## src/rtl/icache_inval_queue.sv

```systemverilog
// I-cache invalidation queue: buffers L1.5 invalidations, drops back-to-back
// duplicates and escalates to a full-cache flush when the queue overflows.
module icache_inval_queue #(
  parameter int DEPTH   = 4,
  parameter int ADDR_W  = 40,
  parameter int IDX_LSB = 4,
  parameter int IDX_MSB = 15,
  parameter int CNT_W   = 16
) (
  input  logic                       clk_i,
  input  logic                       rstn_i,
  input  logic                       inval_valid_i,
  input  logic [ADDR_W-1:0]          inval_addr_i,
  output logic                       inval_valid_o,
  input  logic                       inval_ready_i,
  output logic [IDX_MSB-IDX_LSB:0]   inval_idx_o,
  output logic                       flush_req_o,
  input  logic                       flush_ack_i,
  output logic [$clog2(DEPTH):0]     occupancy_o,
  output logic [CNT_W-1:0]           overflow_cnt_o
);

  localparam int AW    = $clog2(DEPTH);
  localparam int PW    = AW + 1;
  localparam int IDX_W = IDX_MSB - IDX_LSB + 1;

  logic [IDX_W-1:0] r_mem [DEPTH];
  logic [PW-1:0]    r_wptr;
  logic [PW-1:0]    r_rptr;
  logic             r_flush;
  logic [CNT_W-1:0] r_cnt;

  logic [PW-1:0]    w_occ;
  logic [PW-1:0]    w_last_ptr;
  logic [IDX_W-1:0] w_in_idx;
  logic [IDX_W-1:0] w_last_idx;
  logic [IDX_W-1:0] w_head_idx;
  logic             w_empty;
  logic             w_full;
  logic             w_valid;
  logic             w_deq;
  logic             w_last_leaving;
  logic             w_coalesce;
  logic             w_accept;
  logic             w_ovf;
  logic             w_push;
  logic             w_unused_addr;

  // Address bits outside the index slice are intentionally dropped.
  assign w_unused_addr = ^inval_addr_i;

  // Queue status and handshake decode, all from registered state.
  always_comb begin
    w_occ          = r_wptr - r_rptr;
    w_last_ptr     = r_wptr - PW'(1);
    w_in_idx       = inval_addr_i[IDX_MSB:IDX_LSB];
    w_last_idx     = r_mem[w_last_ptr[AW-1:0]];
    w_head_idx     = r_mem[r_rptr[AW-1:0]];
    w_empty        = (w_occ == '0);
    w_full         = (w_occ == PW'(DEPTH));
    w_valid        = !w_empty && !r_flush;
    w_deq          = w_valid && inval_ready_i;
    w_last_leaving = w_deq && (w_occ == PW'(1));
    w_coalesce     = !w_empty && !w_last_leaving
                     && (w_in_idx == w_last_idx);
    w_accept       = inval_valid_i && !r_flush && !w_coalesce;
    w_ovf          = w_accept && w_full && !w_deq;
    w_push         = w_accept && !w_ovf;
  end

  // Entry storage: only the forwarded index slice is kept.
  always_ff @(posedge clk_i or negedge rstn_i) begin
    if (!rstn_i) begin
      for (int i = 0; i < DEPTH; i++) begin
        r_mem[i] <= '0;
      end
    end else if (w_push) begin
      r_mem[r_wptr[AW-1:0]] <= w_in_idx;
    end
  end

  // Pointers; an overflow empties the queue since the flush subsumes it.
  always_ff @(posedge clk_i or negedge rstn_i) begin
    if (!rstn_i) begin
      r_wptr <= '0;
      r_rptr <= '0;
    end else if (w_ovf) begin
      r_rptr <= r_wptr;
    end else begin
      if (w_push) begin
        r_wptr <= r_wptr + PW'(1);
      end
      if (w_deq) begin
        r_rptr <= r_rptr + PW'(1);
      end
    end
  end

  // Flush request: raised on overflow, dropped on the ack edge.
  always_ff @(posedge clk_i or negedge rstn_i) begin
    if (!rstn_i) begin
      r_flush <= 1'b0;
    end else if (w_ovf) begin
      r_flush <= 1'b1;
    end else if (r_flush && flush_ack_i) begin
      r_flush <= 1'b0;
    end
  end

  // Saturating count of overflow escalations.
  always_ff @(posedge clk_i or negedge rstn_i) begin
    if (!rstn_i) begin
      r_cnt <= '0;
    end else if (w_ovf && !(&r_cnt)) begin
      r_cnt <= r_cnt + CNT_W'(1);
    end
  end

  assign inval_valid_o  = w_valid;
  assign inval_idx_o    = w_valid ? w_head_idx : '0;
  assign flush_req_o    = r_flush;
  assign occupancy_o    = w_occ;
  assign overflow_cnt_o = r_cnt;

endmodule

```

## config.mk

```make
export PLATFORM = sky130hd
export DESIGN_NAME = icache_inval_queue
export DESIGN_NICKNAME = d
export VERILOG_FILES = /design/src/rtl/icache_inval_queue.sv
export SDC_FILE = /design/constraint.sdc
export NUM_CORES = 1
export LEC_CHECK = 0
export BUFFER_PORTS_ARGS = -buffer_cell sky130_fd_sc_hd__buf_2
export CAP_MARGIN = 30
export CORE_MARGIN = 2
export CORE_UTILIZATION = 35
export DETAILED_ROUTE_END_ITERATION = 10
export HOLD_SLACK_MARGIN = 0.1
export PLACE_DENSITY = 0.58
export SLEW_MARGIN = 20
export SYNTH_ARGS = -nofsm -noshare
export SYNTH_HDL_FRONTEND = slang
export SYNTH_SLANG_ARGS = --single-unit
```

## constraint.sdc

```tcl
create_clock -name clk_i -period 10.15 [get_ports clk_i]
set_input_delay 1.5225 -clock clk_i [delete_from_list [all_inputs] [get_ports clk_i]]
set_output_delay 1.5225 -clock clk_i [all_outputs]
set_load 0.05 [all_outputs]
```

After elaboration in Yosys (flattened, before gate mapping). Cells that the tools add are included.

Register bits: 71. Output and inout port bits: 33. Input bits: 45. Word-level logic and storage cells: 63.

Add/subtract/negate cells: 5. Multiplexer cells: 14. Magnitude comparators: 4. Reductions and logical operators: 25. Eq/ne operators: 3. Bitwise operators: 4.

Operators by type and width (number): $mux 12 (6); $bmux 12 s2 (2); $bwmux 48 (1); $demux 12 s2 (1); $add 16x1->16 const B (1); $reduce_and 16->1 (1); $logic_and 1x1->1 (13); $eq 12x12->1 (1); $ge 3x3->1 const B (3); $not 2->3 (3); $logic_not 1->1 (7); $add 3x1->3 const B (2); $mux 3 (2); $reduce_bool 2->1 (2); $eq 3x1->1 const B (1); $eq 3x3->1 const B (1); $logic_not 3->1 (1); $lt 3x1->1 const B (1); $sub 3x3->3 (1); $mux 1 (2); $reduce_and 2->1 (1); $sub 2x1->2 const B (1); $not 1->1 (1).

Logic depth before layout (Yosys ltp).
Word-level depth: 16. Mapped depth: 14.

Worst setup path after synthesis. Ideal clock, no wire load.

Kind: reg2out. Start point: reg r_wptr[0]. End point: out inval_idx_o[10]. Data required time: 8.628 ns. Setup slack: 5.377 ns. Cell stages (with the launch flop): 10. Data arrival time: 3.251 ns. Path through: dfrtp_1 > buf_6 > inv_1 > ha_1 > fa_1 > inv_1 > nor2_1 > a21oi_1 > clkbuf_1 > and2_1.

Cells in the longest elaborated chain, start to end: 5.

RTL lines: start: declaration (line 28) `logic [PW-1:0] r_wptr;`; start signal: assignment (line 91) `r_wptr <= r_wptr + PW'(1);`; $sub 3x3->3 (line 54) `w_occ = r_wptr - r_rptr;`; named net occupancy_o[1] (line 19) `output logic [$clog2(DEPTH):0] occupancy_o,`; $logic_not 3->1 (line 59) `w_empty = (w_occ == '0);`; $logic_not 1->1 (line 61) `w_valid = !w_empty && !r_flush;`; $logic_and 1x1->1 (line 61); named net inval_valid_o (line 14) `output logic inval_valid_o,`; $mux 12 (line 120) `assign inval_idx_o = w_valid ? w_head_idx : '0;`; end: declaration (line 16) `output logic [IDX_MSB-IDX_LSB:0] inval_idx_o,`.

The timed path passes the listed nets, and every way through them passes these cells.

Worst setup path after layout.
Start point: reg r_wptr[0]. End point: out inval_idx_o[1].

Cells in the longest elaborated chain, start to end: 5.

RTL lines (line): $sub 3x3->3 (54); $logic_not 3->1 (59); $logic_not 1->1 (61); $logic_and 1x1->1 (61); $mux 12 (120).

No other way between the ends.

==> metrics.md <==
| Metric | Value |
|---|---|
| Setup Buffers After CTS | `0` |
| Post-synthesis cell count | `283` |
| Most frequent cells in the layout | `71 x dfrtp_1, 49 x buf_2, 42 x mux2_2` |
| Area growth syn-to-layout | `15.4%` |
| Top-Level Pins | `78` |
| Cell Area, Synth | `3880 sq um` |
| Commonest non-fill, non-tap cell in the layout | `dfrtp_1` |
| Clk root buf | `clkbuf_8` |
| Share of Yosys cell area claimed by the top area cell type | `45.7%` |
| First-pass GRT wire length | `13.3 mm` |
| Vias in the first global route | `2500` |
| Minimum clock period after layout | `4920 ps` |
| Placer congestion estimate | `0.770` |
| Final setup vio count | `0` |
| DR vias | `2441` |
| Max-cap violations | `0` |
| Post-Place Cells | `461` |
| H-Tree Depth | `3` |
| Reg2Reg Depth | `8` |
| Achievable Freq | `203 MHz` |
| Setup tns final | `0 ps` |
| Reg2Reg Setup Slack | `5780 ps` |
| Min-Delay Endpoint | `overflow_cnt_o[8]$_DFFE_PN0P_` |
| Initial Util | `35.8%` |
| Avg Cell Area, Syn | `13.7 sq um` |
| Post-cts resize count | `0` |
| Post-layout util | `41.4%` |
| Crit Path Category | `reg -> out` |
| Sink Count | `71` |
| Via/cell ratio | `5.09` |
| Final Hold Vio Count | `0` |
| Crit share post-route | `48.5%` |
| TritonCTS clock tree | `yes` |
| Diode count | `0` |
| Layout cells sized above 1 | `43.5%` |
| Post-DP HPWL | `5.43 mm` |
| Die W | `109 microns` |
| WHS | `493 ps` |
| Yosys warnings | `0` |
| Initial antenna violation count | `0` |
| Input/output buffers | `49` |
| Worst-Margin Slew | `891 ps` |
| Synthesized net count | `336` |
| Layout Cells excl Fill | `480` |
| Max-slew headroom | `40.6%` |
| 1st-iter DRT viols | `90` |
| FP Rows | `38` |
| Hold Path Stages | `1` |
| Status | `finished, final reports clean` |
| Crit start category | `flop` |
| CTS Buf Count | `9` |
| Routed Antenna Nets | `0` |
| HP Class | `reg -> reg` |
| Setup crit end kind | `output port` |
| Yosys reg bits | `71` |
| CP arrival | `3400 ps` |
| Clock Skews | `12.3 ps` |
| Clk Latency, worst-skew pair | `340 ps` |
| Hold_buf cts | `0` |
| Pre-antenna DRT Iters | `4` |
| WL final | `8.29 mm` |
| R2r startpoint | `r_wptr[0]$_DFFE_PN0P_` |
| Sequential share of the synthesized area | `45.7%` |
| Drt wl/cell | `17.3 microns` |
| Nets | `388` |
| Critical R2R Capture | `r_mem[16]$_DFFE_PN0P_` |
| Synth top area cells | `dfrtp_1 46%, mux4_2 13%, mux2_2 12%` |
| Residual DRC | `0` |
| Synth area leader | `dfrtp_1` |
| Total track usage | `14.8%` |
| Worst min-delay path startpoint | `overflow_cnt_o[8]$_DFFE_PN0P_` |
| Grt ovf | `0` |
| Die area | `12000 sq um` |
| Crit-path max FO | `15` |
| Pin count of the biggest net entering global routing | `72` |
| Library cells used by synthesis | `32` |
| Slew Viols, Final | `0` |
| Die Y | `109 microns` |
| Worst-case clock buffer depth | `2` |
| Core ar. | `10800 sq um` |
| Clock transition at the registers of the reported paths | `80 ps` |
| Worst path required time | `8630 ps` |
| RSZ-0062 raised after global routing | `no` |
==> critical path, stage by stage (launching register included) <==
cell and delay [ps]:
dfrtp_1 930, inv_1 280, ha_1 300, fa_1 430, inv_1 140, nor2_1 80, a21oi_1 190, buf_4 240
and2_1 190, buf_2 270
==> sequential cells by signal, summed over array words and instances (netlist names) <==
signal,count
flush_req_o,1
overflow_cnt_o,16
r_mem,48
r_rptr,3
r_wptr,3
==> cells in the mapped netlist <==
library cell and number:
inv_1 6, buf_6 2, ha_1 7, nand3_1 4, mux2_2 42, buf_1 1
xor2_1 9, and3_1 14, a21bo_2 1, mux2i_1 7, o21ai_0 1, o2111ai_1 1
fa_1 1, dfrtp_1 71, nand2b_1 4, and2_1 13, mux4_2 22, xnor3_1 1
a211oi_2 1, nor2_1 2, nor4_4 1, a21oi_2 1, clkbuf_1 5, a311o_1 1
or2_1 1, o21bai_1 1, mux2_4 9, a21oi_1 5, nand2_1 12, xnor2_1 21
nand4_1 10, buf_2 6
==> logic make-up (layout without fill, tap and decap cells) <==
logic type / after synthesis / in the layout / synth area share [%]
AOI/OAI and AO/OA: 12 / 12 / 2.25
xor gates and xnor gates: 31 / 31 / 7.34
adders and majority gates: 8 / 8 / 2.77
buffers and inverters: 20 / 77 / 2.51
DFF: 71 / 71 / 45.7
muxes: 80 / 80 / 30.2
and+or+nand+nor: 61 / 61 / 9.18
==> per-stage QoR <==
step | worst slack, ps | area [sq um]
global placement | 5520 | 4250
finish | 5230 | 4480
global route | 5010 | 4480
CTS | 5190 | 4430
detailed placement | 5530 | 4250
floorplan | 5380 | 3880
==> worst max-delay path by stage <==
stage / start / to / slack (ps) / cells past startpoint
after floorplan: r_wptr[0]$_DFFE_PN0P_ / inval_idx_o[10] / 5380 / 9
after global placement: r_wptr[0]$_DFFE_PN0P_ / r_mem[1]$_DFFE_PN0P_ / 5520 / 8
after detailed placement: r_wptr[0]$_DFFE_PN0P_ / r_mem[1]$_DFFE_PN0P_ / 5530 / 8
after CTS: r_wptr[0]$_DFFE_PN0P_ / inval_idx_o[1] / 5190 / 9
after global routing: r_wptr[0]$_DFFE_PN0P_ / inval_idx_o[9] / 5010 / 9
final: r_wptr[0]$_DFFE_PN0P_ / inval_idx_o[1] / 5230 / 9
==> per-layer routing <==
layer	global-route usage, %	wire [microns]	vias to the layer above
li1	-	-	1136
met1	20.3	3840	1257
met2	23.1	4030	37
met3	2.49	253	11
met4	6.87	169	0
met5	0	0	-
==> cell type report <==
type / count / area (sq um)
Multi-Input combinational cell: 192 / 2010
Timing Repair Buffer: 55 / 325
Inverter: 6 / 22.5
Tap cell: 140 / 175
Clock inverter: 6 / 36.3
Clock buffer: 10 / 138
Fill cell: 1048 / 6360
Sequential cell: 71 / 1780
Power is not shown: default switching activity piles up to over one toggle a cycle in this logic, so the estimate is an artifact.
